--- config.mk ---
export PLATFORM = sky130hd
export DESIGN_NAME = multicycle_control
export DESIGN_NICKNAME = d
export VERILOG_FILES = /design/src/rtl/multicycle_control_pkg.sv /design/src/rtl/multicycle_control_decode.sv /design/src/rtl/multicycle_control.sv
export SDC_FILE = /design/constraint.sdc
export NUM_CORES = 1
export LEC_CHECK = 0
export ABC_CLOCK_PERIOD_IN_PS = 2700
export CAP_MARGIN = 10
export CORE_MARGIN = 5
export CORE_UTILIZATION = 41
export DETAILED_ROUTE_END_ITERATION = 8
export PLACE_DENSITY = 0.75
export SLEW_MARGIN = 0
export SYNTH_ARGS = -nofsm -noshare
export SYNTH_HDL_FRONTEND = slang
export SYNTH_SLANG_ARGS = --single-unit
--- constraint.sdc ---
create_clock -name clk -period 2.7 [get_ports clk]
set_input_delay 0.675 -clock clk [delete_from_list [all_inputs] [get_ports clk]]
set_output_delay 0.675 -clock clk [all_outputs]
set_load 0.01 [all_outputs]
--- src/rtl/multicycle_control_pkg.sv ---
// ----------------------------------------------------------------------------
// multicycle_control_pkg
// Shared definitions for the multicycle control unit: opcode values, ALU
// operation codes, the controller state enum and the instruction class enum
// produced by opcode_decode.
// ----------------------------------------------------------------------------
package multicycle_control_pkg;

    // Opcode field values (4-bit instruction encoding).
    localparam logic [3:0] OP_AND  = 4'h0;
    localparam logic [3:0] OP_OR   = 4'h1;
    localparam logic [3:0] OP_ADD  = 4'h2;
    localparam logic [3:0] OP_SUB  = 4'h6;
    localparam logic [3:0] OP_SLT  = 4'h7;
    localparam logic [3:0] OP_LW   = 4'h8;
    localparam logic [3:0] OP_SW   = 4'hA;
    localparam logic [3:0] OP_BNE  = 4'hE;
    localparam logic [3:0] OP_HALT = 4'hF;

    // ALU operation codes.
    localparam logic [2:0] ALU_ADD = 3'b000;
    localparam logic [2:0] ALU_AND = 3'b001;
    localparam logic [2:0] ALU_OR  = 3'b010;
    localparam logic [2:0] ALU_SLT = 3'b011;
    localparam logic [2:0] ALU_SUB = 3'b100;

    // Controller states.
    typedef enum logic [2:0] {
        S_FETCH  = 3'd0,
        S_DECODE = 3'd1,
        S_EXEC   = 3'd2,
        S_MEM    = 3'd3,
        S_WB     = 3'd4,
        S_HALT   = 3'd5
    } state_t;

    // Instruction classes that steer the FSM.
    typedef enum logic [2:0] {
        CLS_RTYPE   = 3'd0,
        CLS_LOAD    = 3'd1,
        CLS_STORE   = 3'd2,
        CLS_BRANCH  = 3'd3,
        CLS_HALT    = 3'd4,
        CLS_ILLEGAL = 3'd5
    } op_class_t;

endpackage

--- src/rtl/multicycle_control_decode.sv ---
// ----------------------------------------------------------------------------
// opcode_decode
// Purely combinational per-opcode decode: classifies the opcode and supplies
// the ALU operation and ALU source select used in EXEC.
// Ports:
//   i_op     - opcode (from the latched opcode register)
//   o_cls    - instruction class (rtype/load/store/branch/halt/illegal)
//   o_aluop  - ALU operation code
//   o_alusrc - 1 selects the sign-extended offset (lw/sw)
// ----------------------------------------------------------------------------
module opcode_decode
    import multicycle_control_pkg::*;
#(
    parameter int OP_W    = 4,
    parameter int ALUOP_W = 3
) (
    input  logic [OP_W-1:0]    i_op,
    output op_class_t          o_cls,
    output logic [ALUOP_W-1:0] o_aluop,
    output logic               o_alusrc
);

    always_comb begin
        o_cls    = CLS_ILLEGAL;
        o_aluop  = '0;
        o_alusrc = 1'b0;
        case (i_op)
            OP_W'(OP_ADD):  begin o_cls = CLS_RTYPE;  o_aluop = ALUOP_W'(ALU_ADD); end
            OP_W'(OP_AND):  begin o_cls = CLS_RTYPE;  o_aluop = ALUOP_W'(ALU_AND); end
            OP_W'(OP_OR):   begin o_cls = CLS_RTYPE;  o_aluop = ALUOP_W'(ALU_OR);  end
            OP_W'(OP_SLT):  begin o_cls = CLS_RTYPE;  o_aluop = ALUOP_W'(ALU_SLT); end
            OP_W'(OP_SUB):  begin o_cls = CLS_RTYPE;  o_aluop = ALUOP_W'(ALU_SUB); end
            // bne compares by subtraction; the zero flag decides the branch.
            OP_W'(OP_BNE):  begin o_cls = CLS_BRANCH; o_aluop = ALUOP_W'(ALU_SUB); end
            // Loads/stores add the offset to the base register.
            OP_W'(OP_LW):   begin o_cls = CLS_LOAD;   o_aluop = ALUOP_W'(ALU_ADD); o_alusrc = 1'b1; end
            OP_W'(OP_SW):   begin o_cls = CLS_STORE;  o_aluop = ALUOP_W'(ALU_ADD); o_alusrc = 1'b1; end
            OP_W'(OP_HALT): begin o_cls = CLS_HALT; end
            default:        begin o_cls = CLS_ILLEGAL; end
        endcase
    end

endmodule

--- src/rtl/multicycle_control.sv ---
// ----------------------------------------------------------------------------
// multicycle_control
// Control FSM for a multicycle datapath: FETCH -> DECODE -> EXEC -> [MEM] ->
// [WB] -> FETCH, plus a terminal HALT state. Outputs decode the current state
// and the latched opcode only; op itself never reaches an output directly.
//
// Memory handshake: memread/memwrite are held as a request for as long as the
// FSM sits in FETCH or MEM; the access completes in the cycle where
// mem_ready=1 is sampled together with the request, and the FSM advances on
// that rising edge. mem_ready is ignored in all other states.
//
// Ports:
//   clk, rst      - clock, asynchronous active-high reset
//   op            - opcode of the fetched instruction (valid while irwrite=1)
//   zero          - ALU zero flag (used in EXEC for bne)
//   mem_ready     - memory completion
//   pcwrite       - PC <= PC+1 (FETCH completion)
//   pcwrite_br    - PC <= branch target (bne taken)
//   irwrite       - instruction register load
//   alusrc        - ALU B operand select
//   regwrite      - register file write
//   memread       - memory read request (FETCH, lw MEM)
//   memwrite      - memory write request (sw MEM)
//   memtoreg      - write-back source select (1 = ALU)
//   regdest       - destination register select (1 = rt)
//   aluop         - ALU operation
//   illegal       - one-cycle pulse on an undefined opcode
//   halted        - high in HALT
//   retired       - completed instruction count (wraps)
// ----------------------------------------------------------------------------
module multicycle_control
    import multicycle_control_pkg::*;
#(
    parameter int OP_W    = 4,
    parameter int ALUOP_W = 3,
    parameter int CNT_W   = 16
) (
    input  logic               clk,
    input  logic               rst,
    input  logic [OP_W-1:0]    op,
    input  logic               zero,
    input  logic               mem_ready,
    output logic               pcwrite,
    output logic               pcwrite_br,
    output logic               irwrite,
    output logic               alusrc,
    output logic               regwrite,
    output logic               memread,
    output logic               memwrite,
    output logic               memtoreg,
    output logic               regdest,
    output logic [ALUOP_W-1:0] aluop,
    output logic               illegal,
    output logic               halted,
    output logic [CNT_W-1:0]   retired
);

    state_t              r_state;
    state_t              w_next;
    logic [OP_W-1:0]     r_op;
    logic [CNT_W-1:0]    r_retired;

    op_class_t           w_cls;
    logic [ALUOP_W-1:0]  w_dec_aluop;
    logic                w_dec_alusrc;

    logic                w_latch;
    logic                w_retire;
    logic                w_pcwrite;
    logic                w_irwrite;
    logic                w_memread;
    logic                w_memwrite;

    opcode_decode #(
        .OP_W    (OP_W),
        .ALUOP_W (ALUOP_W)
    ) u_decode (
        .i_op     (r_op),
        .o_cls    (w_cls),
        .o_aluop  (w_dec_aluop),
        .o_alusrc (w_dec_alusrc)
    );

    always_ff @(posedge clk or posedge rst) begin
        if (rst) begin
            r_state   <= S_FETCH;
            r_op      <= '0;
            r_retired <= '0;
        end else begin
            r_state <= w_next;
            if (w_latch) begin
                r_op <= op;
            end
            if (w_retire) begin
                r_retired <= r_retired + CNT_W'(1);
            end
        end
    end

    always_comb begin
        w_next      = r_state;
        w_latch     = 1'b0;
        w_retire    = 1'b0;
        w_pcwrite   = 1'b0;
        w_irwrite   = 1'b0;
        w_memread   = 1'b0;
        w_memwrite  = 1'b0;
        pcwrite_br  = 1'b0;
        alusrc      = 1'b0;
        regwrite    = 1'b0;
        memtoreg    = 1'b0;
        regdest     = 1'b0;
        aluop       = '0;
        illegal     = 1'b0;
        halted      = 1'b0;

        case (r_state)
            S_FETCH: begin
                w_memread = 1'b1;
                if (mem_ready) begin
                    w_irwrite = 1'b1;
                    w_pcwrite = 1'b1;
                    w_latch   = 1'b1;
                    w_next    = S_DECODE;
                end
            end
            S_DECODE: begin
                case (w_cls)
                    CLS_HALT:    w_next = S_HALT;
                    CLS_ILLEGAL: begin
                        illegal = 1'b1;
                        w_next  = S_FETCH;
                    end
                    default:     w_next = S_EXEC;
                endcase
            end
            S_EXEC: begin
                aluop  = w_dec_aluop;
                alusrc = w_dec_alusrc;
                case (w_cls)
                    CLS_RTYPE:  w_next = S_WB;
                    CLS_LOAD,
                    CLS_STORE:  w_next = S_MEM;
                    CLS_BRANCH: begin
                        // Taken when the compared registers differ.
                        pcwrite_br = ~zero;
                        w_retire   = 1'b1;
                        w_next     = S_FETCH;
                    end
                    default:    w_next = S_FETCH;
                endcase
            end
            S_MEM: begin
                w_memread  = (w_cls == CLS_LOAD);
                w_memwrite = (w_cls == CLS_STORE);
                if (mem_ready) begin
                    if (w_cls == CLS_LOAD) begin
                        w_next = S_WB;
                    end else begin
                        w_retire = 1'b1;
                        w_next   = S_FETCH;
                    end
                end
            end
            S_WB: begin
                regwrite = 1'b1;
                memtoreg = (w_cls == CLS_RTYPE);
                regdest  = (w_cls == CLS_LOAD);
                w_retire = 1'b1;
                w_next   = S_FETCH;
            end
            S_HALT: begin
                halted = 1'b1;
            end
            default: begin
                w_next = S_FETCH;
            end
        endcase
    end

    // Reset holds the state in FETCH, whose request/handshake strobes would
    // otherwise be live; mask them so a reset abandons any access at once.
    assign memread  = w_memread  & ~rst;
    assign memwrite = w_memwrite & ~rst;
    assign pcwrite  = w_pcwrite  & ~rst;
    assign irwrite  = w_irwrite  & ~rst;
    assign retired  = r_retired;

endmodule
==> summary.md, run 1 <==
| Metric | Value |
|---|---|
| Die width | just under 70 µm |
| Area growth syn-to-layout | 40.8% |
| Final nets | around 200 |
| RR Endpoint | retired[15] |
| Power Total | 2090 µW |
| Post-Route WL | approximately 3600 µm |
| Hold Crit Class | register to register |
| Routability Congestion | 0.793 |
| Worst Hold Path Cells | 1 |
| Outcome | finished, final reports clean |
| Height of the die | 68.9 µm |
| Die area | approximately 4700 µm² |
| Total track usage | between 15 and 20% |
| Post-Syn Nets | ~160 |
| Worst path cell trace | or3b_2, buf_4, inv_1, clkdlybuf4s50_1 |
| Crit end category | primary output |
| I/O Buffers | 37 |
| Layout cell share with drive strength beyond 1 | between 20% and 30% |
| Top sig layer | met4 |
| Worst slew pin tran | 0.406 ns |
| Most common cell after layout, fill and taps aside | clkdlybuf4s50_1 |
| Ant diodes | 0 |
| CTS clk-pin slew, worst paths | 0.12 ns |
| Hold_ws | 0.484 ns |
| Initial core utilization | between 40% and 50% |
| Max-Cap Viols | 0 |
| CTS hold repair buffers | 0 |
| Top-level I/O count | 38 |
| Largest net degree at the start of global routing | 24 |
| Number of synthesized register bits | 23 |
| Startpoint Class | register |
| Vias in the first global route | 1228 |
| Req. time, crit path | about 2 ns |
| Syn avg cell area | just under 10 µm² |
| Crit-path max cell delay | approximately 0.52 ns |
| Netlist cell types | 43 |
| Residual DRC count | 0 |
| Post-layout instance area | roughly 2000 µm² |
| CTS tree | built |
| Post-DP HPWL | about 2600 µm |
| Leakage Power | a little under 0.0009 µW |
| Number of enable flip-flop cells after synthesis | 0 |
| Mapped Cells | 146 |
| Placement Setup Slack | -0.283 ns |
| Top FF cell, synth | dfrtp_1 |
| Cell Rows | 21 |
| Area after DPL | about 1900 µm² |
| Worst skew pair latency | about 0.32 ns |
| Worst Slack Setup Final | between 0.09 and 0.1 ns |
| First-pass GRT wire length | roughly 5800 µm |
| Most frequent cells in the layout | 26 x clkdlybuf4s50_1, 21 x dfrtp_1, 19 x buf_4 |
| Dominant cell type by area after synthesis | dfrtp_1 |
| Final Hold Viols | 0 |
| Post-Syn Area | around 1400 µm² |
| Area contributors post-synth | dfrtp_1 40%, xor2_1 8.6%, a211oi_2 4.4% |
| DR pass1 iterations | 4 |
| Routed Antenna Nets | 0 |
| Yosys top cell area share | between 40% and 50% |
| Placed Cells | between 200 and 250 |
| Critical Path AT | between 1.5 and 2 ns |
| Antenna violations before repair | 0 |
| CTS Buf Count | 3 |
| Clock Path Buffers | 2 |
| Worst vdd ir | 505 µV |
| F_max | roughly 380 MHz |
| 1st-iter DRT viols | 74 |
| Max Slew Vio Count | 0 |
| Fin Clk Skew | roughly 0.007 ns |
| Setup-failing EPs final | 0 |
| Pwr dens | ~1000 nW/µm² |
| Tmin final | about 2.6 ns |
| CTS sink cnt | 23 |
| R2R depth | 5 |
| Root Buffer | clkbuf_4 |
| Synth warn | 0 |
| Critical path type | register to primary output |
| Metal2 WL | between 1500 and 2000 µm |
| Slowest CP cell | clkdlybuf4s50_1 |
| Routed wl met3 | 239 µm |
| Cell Count, Final, Fillers Out | 240 |
| Hold Path Sink | retired[15] |
| Async SR Flop Fraction | 100% |
| M1 WL | 1620 µm |
| H-tree lvl count | 1 |
| Drt via density | 5.39 |
| Reg-to-reg startpoint | r_op[0] |
| Core area | 3340 µm² |
| CP max FO | 3 |
| GRT overflow | 0 |
| Post-synthesis sequential area ratio | between 40 and 50% |
| Via Count | approximately 1300 |
| Crit share post-route | a little over nine tenths |
| WL per Instance | roughly 15 µm |
| Reg-to-reg slack, setup | 0.80 ns |
| Unrepaired setup endpoints after global routing | no |
| Hold_sp | retired[15] |
| Slew HR | between 70% and 80% |
-- logic make-up (layout without fill, tap and decap cells) --
logic type	count (synthesis)	after routing	share of synthesized area, %
and+or+nand+nor	56	56	22.0
AOI/OAI and AO/OA	29	29	18.0
DFF	23	23	40.5
buffers and inverters	18	66	6.24
xor gates and xnor gates	15	15	9.24
muxes	4	4	3.17
adders and majority gates	1	1	0.879
-- registers in the layout (all words and copies together) (netlist names) --
register and count:
r_op 4, r_state 3, retired 16
-- stage by stage --
stage	util, %	TNS, ns
floorplan	-	0
global placement	56.2	-0.400
detailed placement	56.2	-0.566
CTS	59.2	0
global route	60.0	0
finish	60.0	0
-- what timing repair did --
item / 4_1_cts / 5_1_grt
setup buffers: 7 / 0
resized for setup: 15 / 8
endpoints found under the setup margin: 11 / 6
gates cloned: 0 / 0
-- worst max-delay path by stage --
stage | from | endpoint | slack [ns] | depth (start not counted)
6_report | r_state[1] | regwrite | 0.09 | 4
5_1_grt | r_op[0] | alusrc | 0.004 | 4
4_1_cts | rst | memwrite | 0.02 | 5
3_5_place_dp | mem_ready | irwrite | -0.28 | 5
3_3_place_gp | mem_ready | pcwrite | -0.20 | 5
2_1_floorplan | mem_ready | pcwrite | 0.38 | 4
-- cell type report --
type                            instances  area [µm²]
Timing Repair Buffer                   56         518
Inverter                                6        22.5
Clock buffer                            4        26.3
Fill cell                             290        1330
Tap cell                               46        57.6
Multi-Input combinational cell        105         801
Sequential cell                        23         578
-- report_power, final --
group	total (µW)	leakage, µW	internal, µW	switching (µW)
Sequential	647	0.000250	489	158
Combinational	1280	0.000620	631	645
Clock	162	0.0000150	57.9	104
Total	2090	0.000885	1180	908
-- critical path: cells and delay by family (launching register included) --
kind          cells  cell delay [ns]
flops             1             0.41
simple gates      1             0.48
buf+inv           3             0.72
-- synthesized netlist by cell type (2+ instances only) --
| cell | count |
|---|---|
| dfrtp_1 | 23 |
| xor2_1 | 14 |
| nand2_1 | 10 |
| a21oi_1 | 6 |
| inv_1 | 6 |
| nand3_1 | 6 |
| nor2_1 | 6 |
| nor3_1 | 6 |
| a211oi_2 | 5 |
| clkbuf_1 | 5 |
| nand4_1 | 5 |
| nor2b_1 | 5 |
| mux2_2 | 4 |
| a211oi_1 | 3 |
| buf_4 | 3 |
| nor4_1 | 3 |
| a2111oi_0 | 2 |
| and2_1 | 2 |
| and3_1 | 2 |
| and4_1 | 2 |
| buf_2 | 2 |
| nand2b_1 | 2 |
| nor3b_1 | 2 |
| o21a_1 | 2 |
| o21ai_0 | 2 |
-- routing by layer --
metal,vias to the layer above,track usage (%)
li1,623,-
met1,615,21.0
met2,48,26.3
met3,7,3.40
met4,0,5.11
met5,-,0
Power figures use the tool's default switching activity.
==> run 2, diff against run 1 <==
--- a/config.mk
+++ b/config.mk
@@ -10,8 +10,10 @@
 export CORE_MARGIN = 5
 export CORE_UTILIZATION = 41
 export DETAILED_ROUTE_END_ITERATION = 8
-export PLACE_DENSITY = 0.75
+export HOLD_SLACK_MARGIN = 0.02
+export PLACE_DENSITY = 0.76
 export SLEW_MARGIN = 0
 export SYNTH_ARGS = -nofsm -noshare
 export SYNTH_HDL_FRONTEND = slang
+export SYNTH_HIERARCHICAL = 1
 export SYNTH_SLANG_ARGS = --single-unit
==> run 2 against run 1 <==
Non-clock buffer count is 6 lower. Sequential power is 10% lower. First-iteration DRC count is 23% lower. Clock skew is 0.0060 ns higher. Combinational power is 22% lower. Clock power hardly changed. Flip-flop and latch count stayed put. Routed wire length is 7.6% lower. Power is 17% lower.
==> summary.md, run 2 <==
| Metric | Value |
|---|---|
| Startpoint Class | register |
| Number of synthesized register bits | 23 (unchanged) |
| Worst skew pair latency | 0.31 ns (about the same) |
| Async SR Flop Fraction | 100% (unchanged) |
| Residual DRC count | 0 (unchanged) |
| CP max FO | 3 (unchanged) |
| Synth warn | 6 (+6) |
| Crit share post-route | 99.1% (+2.5 points) |
| Post-Route WL | 3350 µm (-7.6%) |
| Outcome | finished, final reports clean |
| Most frequent cells in the layout | 28 x clkdlybuf4s50_1, 22 x dfrtp_1, 12 x nand2_1, 12 x xnor2_1, 11 x buf_4 |
| Sequential share of power | 33.4% (+2.4 points) |
| Unrepaired setup endpoints after global routing | yes |
| Critical Path AT | 2.00 ns (+0.07 ns) |
| Worst Slack Setup Final | 0.0256 ns (-0.0667 ns) |
| Reg-to-reg startpoint | r_op[2] |
| Root Buffer | clkbuf_4 |
| Crit end category | primary output |
| Post-Syn Area | 1360 µm² (-4.6%) |
| I/O Buffers | 37 (unchanged) |
| Max Slew Vio Count | 0 (unchanged) |
| Vias in the first global route | 1207 (-1.7%) |
| Final Hold Viols | 0 (unchanged) |
| Leakage Power | 0.000783 µW (-11%) |
| F_max | 374 MHz (-2.5%) |
| Top FF cell, synth | dfrtp_1 |
| Worst slew pin tran | 0.412 ns (+0.00613 ns) |
| Pwr dens | 908 nW/µm² (-13%) |
| Synth cell count leaders | 23 x dfrtp_1, 14 x nor2_1, 12 x nand2_1, 12 x xnor2_1, 10 x nand3_1 |
| CTS sink cnt | 23 (unchanged) |
| Critical path type | register to primary output |
| Netlist cell types | 41 (-4.7%) |
| Clock Path Buffers | 2 (unchanged) |
| Most common cell after layout, fill and taps aside | clkdlybuf4s50_1 |
| Routed Antenna Nets | 0 (unchanged) |
| Slew HR | 72.5% (-0.33 points) |
| Via Count | 1216 (-6.0%) |
| Layout cell share with drive strength beyond 1 | 22.3% (-0.40 points) |
| Post-synthesis sequential area ratio | 42.4% (+1.9 points) |
| Initial core utilization | 43.7% (+1.1 points) |
| Drt via density | 5.13 (-4.8%) |
| Hold_sp | retired[15] |
| Net Sw Frac | 41.9% (-1.6 points) |
| Area contributors post-synth | dfrtp_1 42%, xnor2_1 7.7%, nor2_1 3.9% |
| 1st-iter DRT viols | 57 (-23%) |
| Top-level I/O count | 38 (unchanged) |
| H-tree lvl count | 1 (unchanged) |
| Mapped Cells | 145 (-0.68%) |
| Hold Crit Class | register to register |
| Max reg flops | 16 (unchanged) |
| CTS hold repair buffers | 0 (unchanged) |
| Final nets | 203 (-0.49%) |
| Fin Clk Skew | 0.0129 ns (+0.00597 ns) |
| R2R depth | 9 (+4) |
| Combinational Power Share | 57.4% (-3.8 points) |
| Area after DPL | 1840 µm² (-2.1%) |
| Syn avg cell area | 9.36 µm² (-3.9%) |
| CTS Buf Count | 3 (unchanged) |
| Ant diodes | 0 (unchanged) |
| WL per Instance | 14.1 µm (-6.4%) |
| Clock power frac | 9.2% (+1.4 points) |
| Placement Setup Slack | -0.0664 ns (+0.217 ns) |
| Dominant cell type by area after synthesis | dfrtp_1 |
| Height of the die | 67.5 µm (-2.0%) |
| Antenna violations before repair | 0 (unchanged) |
| Worst vdd ir | 525 µV (+3.9%) |
| Hold Path Sink | retired[15] |
| Max-Cap Viols | 0 (unchanged) |
| Setup-failing EPs final | 0 (unchanged) |
| Req. time, crit path | 2.03 ns (about the same) |
| CTS tree | built |
| Tmin final | 2.67 ns (+0.0667 ns) |
| GRT overflow | 0 (unchanged) |
| Yosys top cell area share | 42.4% (+1.9 points) |
| Number of enable flip-flop cells after synthesis | 0 (unchanged) |
| Die area | 4560 µm² (-3.9%) |
| Area growth syn-to-layout | 41.0% |
| Worst Hold Path Cells | 1 (unchanged) |
| Die width | 67.5 µm (-2.0%) |
| Internal power | 1010 µW (-14%) |
| P_sw | 728 µW (-20%) |
| Post-Syn Nets | 154 (-0.65%) |
| Post-layout instance area | 1910 µm² (-4.4%) |
| Core area | 3100 µm² (-7.0%) |
| Total track usage | 15.7% (-0.31 points) |
| Power Total | 1740 µW (-17%) |
| Count leader, synth | dfrtp_1 |
| Post-DP HPWL | 2400 µm (-6.1%) |
| Cell Rows | 20 (-4.8%) |
| Largest net degree at the start of global routing | 24 (unchanged) |
| Routability Congestion | 0.821 (+3.6%) |
| Reg-to-reg slack, setup | 0.37 ns (-0.43 ns) |
| CTS clk-pin slew, worst paths | 0.14 ns (+0.02 ns) |
| First-pass GRT wire length | 5550 µm (-3.7%) |
| DR pass1 iterations | 4 (unchanged) |
| RR Endpoint | retired[15] |
[run 2: changes by cell type after synthesis, moves of 5 or more]
cell	previous run	this run
xor2_1	14	4
xnor2_1	1	12
a211oi_2	5	0
nor2_1	6	14
and2_1	2	8
[run 2: through the flow]
stage	hold WS [ns]	TNS, ns	utilization, %	std cells
floorplan	0.504	0	-	145
global placement	0.458	0	59.2	232
detailed placement	0.489	-0.134	59.2	232
CTS	0.511	0	60.3	238
global route	0.540	-0.101	61.7	237
finish	0.507	0	61.7	237
[run 2: how the worst max path moves through the flow]
stage               cells past startpoint    start        to  slack, ns
global route                            8  r_op[2]   memread      -0.05
CTS                                     7  r_op[1]   regdest       0.02
global placement                        7  r_op[2]  memwrite      0.002
floorplan                               7  r_op[1]   memread       0.27
finish                                  8  r_op[1]   memread       0.03
detailed placement                      7  r_op[1]   memread      -0.07
[run 2: critical path: stages (launching register included)]
cell and delay [ns]:
dfrtp_1 0.45, buf_6 0.15, nor2_2 0.11, a221o_1 0.14, or3b_4 0.39, nor2_2 0.08
nor2_1 0.04, nor3_1 0.17, buf_2 0.17
[run 2: layout make-up]
class                      instances  area (µm²)
inverter                           4        15.0
fill                             294        1190
multi-input combinational        112         795
sequential                        23         577
timing repair buffer              50         445
tap                               44        55.1
clock inverter                     1        5.00
clock buffer                       3        22.5
[run 2: logic make-up after synthesis]
logic type / share of synthesized area (%)
buffers and inverters: 3.87
multiplexers: 4.15
flip-flops: 42.4
AND/OR/NAND/NOR: 31.4
adder cells (fa/ha/maj): 0.922
XOR/XNOR: 10.3
AO/OA/AOI/OAI: 6.91
[run 2: power by group through the flow]
stage	logic, µW	registers (µW)	clock network, µW
floorplan	538	539	0
global placement	831	561	0
detailed placement	859	571	0
CTS	886	560	165
global route	1070	603	178
finish	998	580	159
[run 2: per-layer routing]
layer / track usage, % / wire [µm] / up-vias
li1: - / - / 595
met1: 20.3 / 1420 / 589
met2: 27.2 / 1740 / 30
met3: 2.16 / 180 / 2
met4: 4.30 / 10 / 0
met5: 0 / 0 / -
[run 2: timing repair]
| action | in CTS | in global routing |
|---|---|---|
| resized for setup | 20 | 22 |
| endpoints found under the setup margin | 9 | 5 |
| gates cloned | 0 | 0 |
| buffers inserted | 2 | 0 |
| pin swaps | 0 | 5 |
==> run 3, diff against run 2 <==
--- a/config.mk
+++ b/config.mk
@@ -10,6 +10,7 @@
 export CORE_MARGIN = 5
 export CORE_UTILIZATION = 41
 export DETAILED_ROUTE_END_ITERATION = 8
+export GPL_TIMING_DRIVEN = 0
 export HOLD_SLACK_MARGIN = 0.02
 export PLACE_DENSITY = 0.76
 export SLEW_MARGIN = 0
==> run 3 against run 2 <==
The run now ends with negative setup slack left. Non-clock buffer count up 2. Fmax down 4.8%. Register-to-register slack better by 0.02 ns. Die area unchanged. Core utilization about the same. Global-route usage up 0.78 points. Critical path depth unchanged. Critical endpoint unchanged. Highest routed layer unchanged.
==> summary.md, run 3 (synthesized netlist as in run 2, its figures left out) <==
| Metric | Value |
|---|---|
| H-tree lvl count | 1 (unchanged) |
| CTS tree | built |
| Reg-to-reg slack, setup | 0.39 ns (+0.02 ns) |
| Area growth syn-to-layout | 40.9% (about the same) |
| Core area | 3100 µm² (unchanged) |
| Top sig layer | met4 |
| Cell Rows | 20 (unchanged) |
| WL per Instance | 13.9 µm (-1.5%) |
| Reg-to-reg startpoint | r_op[1] |
| Fin Clk Skew | 0.00659 ns (-0.00631 ns) |
| Crit path depth | 8 (unchanged) |
| F_max | 356 MHz (-4.8%) |
| 1st-iter DRT viols | 80 (+40%) |
| Max reg flops | 16 (unchanged) |
| Hold_sp | retired[15] |
| Total track usage | 16.5% (+0.78 points) |
| M1 WL | 1510 µm (+6.3%) |
| Die area | 4560 µm² (unchanged) |
| R2R depth | 8 (-1) |
| CP max FO | 5 (+2) |
| Power Total | 1690 µW (-2.5%) |
| Worst path cell trace | nor2b_2, o21ai_1, o21ai_2, or3b_4, nor2_1, nor2_1, nor3_1, buf_2 |
| RR Endpoint | retired[11] |
| GRT overflow | 0 (unchanged) |
| Worst slew pin tran | 0.579 ns (+0.167 ns) |
| Crit end category | primary output |
| Via Count | 1217 (+0.082%) |
| CTS clk-pin slew, worst paths | 0.13 ns (about the same) |
| Post-DP HPWL | 2290 µm (-4.9%) |
| CTS Buf Count | 3 (unchanged) |
| Outcome | finished with violations |
| Initial core utilization | 43.7% (unchanged) |
| Metal2 WL | 1630 µm (-6.2%) |
| Tmin final | 2.81 ns (+0.136 ns) |
| Slowest CP cell | dfrtp_2 |
| Req. time, crit path | 2.03 ns (about the same) |
| Critical path type | register to primary output |
| Residual DRC count | 0 (unchanged) |
| Final Hold Viols | 0 (unchanged) |
| Slew HR | 61.2% (-11 points) |
| Drt via density | 5.07 (-1.2%) |
| Top cell by count, worst path | nor2_1 |
| Hold Crit Class | register to register |
| Root Buffer | clkbuf_4 |
| Height of the die | 67.5 µm (unchanged) |
| Antenna violations before repair | 0 (unchanged) |
| Hold Path Sink | retired[15] |
| Routability Congestion | 0.860 (+4.7%) |
| Worst Slack Setup Final | -0.110 ns (-0.136 ns) |
| Startpoint Class | register |
| DR pass1 iterations | 4 (unchanged) |
| Pwr dens | 886 nW/µm² (-2.4%) |
| Top-level I/O count | 38 (unchanged) |
| Leakage Power | 0.000779 µW (-0.53%) |
| Worst vdd ir | 455 µV (-13%) |
| Ant diodes | 0 (unchanged) |
| Most frequent cells in the layout | 28 x clkdlybuf4s50_1, 21 x dfrtp_1, 12 x nand2_1, 12 x xnor2_1, 12 x nor2_1 |
| CTS hold repair buffers | 0 (unchanged) |
| Most common cell after layout, fill and taps aside | clkdlybuf4s50_1 |
| Routed wl met3 | 138 µm (-23%) |
| I/O Buffers | 37 (unchanged) |
| Fin util | 61.7% (about the same) |
| Unrepaired setup endpoints after global routing | yes |
| Die width | 67.5 µm (unchanged) |
| Routed Antenna Nets | 0 (unchanged) |
| Max Slew Vio Count | 0 (unchanged) |
| Crit share post-route | 104% (+5.0 points) |
| Layout cell share with drive strength beyond 1 | 21.9% (-0.34 points) |
| Crit-path max cell delay | 0.46 ns (about the same) |
| Vias in the first global route | 1260 (+4.4%) |
| Clock Path Buffers | 2 (unchanged) |
| Critical Path AT | 2.14 ns (+0.14 ns) |
| Family with the most delay on the worst path | simple AND/OR/NAND/NOR gates |
| CTS sink cnt | 23 (unchanged) |
| Post-Route WL | 3340 µm (-0.24%) |
| Max-Cap Viols | 0 (unchanged) |
| Buf/Inv on CP | 1 (-1) |
| Worst Hold Path Cells | 1 (unchanged) |
| Worst skew pair latency | 0.33 ns (+0.02 ns) |
| Violated checks | negative setup slack |
| Largest net degree at the start of global routing | 13 (-46%) |
| Setup-failing EPs final | 1 (+1) |
| Final nets | 206 (+1.5%) |
| First-pass GRT wire length | 5710 µm (+2.9%) |
run 3: changes by cell type in the layout (fill, tap and decap cells not counted), sizes merged:
| cell | delta |
|---|---|
| clkbuf | +1 |
| clkdlybuf4s15 | +3 |
| clkinv | -1 |
| clkinvlp | +2 |
| dlygate4sd2 | -2 |
| dlymetal6s2s | +1 |
| inv | -1 |
run 3: how the worst max path moves through the flow:
stage,endpoint,start
2_1_floorplan,memread,r_op[1]
3_3_place_gp,pcwrite,rst
3_5_place_dp,pcwrite,rst
4_1_cts,memread,r_op[2]
5_1_grt,memread,r_op[1]
6_report,memread,r_op[1]
run 3: layout make-up:
| class | instances | area (µm²) |
|---|---|---|
| Clock buffer | 4 | 26.3 |
| Tap cell | 44 | 55.1 |
| Fill cell | 303 | 1190 |
| Sequential cell | 23 | 578 |
| Buffer | 6 | 45.0 |
| Timing Repair inverter | 1 | 5.00 |
| Inverter | 4 | 18.8 |
| Multi-Input combinational cell | 112 | 761 |
| Timing Repair Buffer | 46 | 424 |
run 3: per-stage QoR:
step           setup slack (ns)  hold WS, ns  TNS, ns  std cells  instance area (µm²)
2_1_floorplan             0.267        0.504        0        145                 1360
3_3_place_gp             -0.742        0.458    -1.93        226                 1780
3_5_place_dp             -0.792        0.472    -2.20        226                 1780
4_1_cts                 -0.0186        0.489  -0.0186        238                 1890
5_1_grt                  -0.223        0.494   -0.590        240                 1910
6_report                 -0.110        0.484   -0.110        240                 1910
run 3: per-layer routing:
| layer | vias to the layer above | global-route usage, % |
|---|---|---|
| met5 | - | 0 |
| met2 | 31 | 27.3 |
| met1 | 584 | 21.1 |
| li1 | 597 | - |
| met3 | 5 | 2.33 |
| met4 | 0 | 7.59 |
run 3: timing repair:
item	4_1_cts	5_1_grt
gates resized for setup	28	11
gates cloned	1	0
setup buffers	7	2
setup endpoints to repair	8	9
pin swaps	2	0
endpoints found under the hold margin	0	0
run 3: where the power goes:
part	total (µW)	internal (µW)	switching (µW)	leakage [µW]
Clock	166	58.0	108	0.0000150
Combinational	992	514	479	0.000491
Sequential	536	431	105	0.000273
Total	1690	1000	691	0.000779
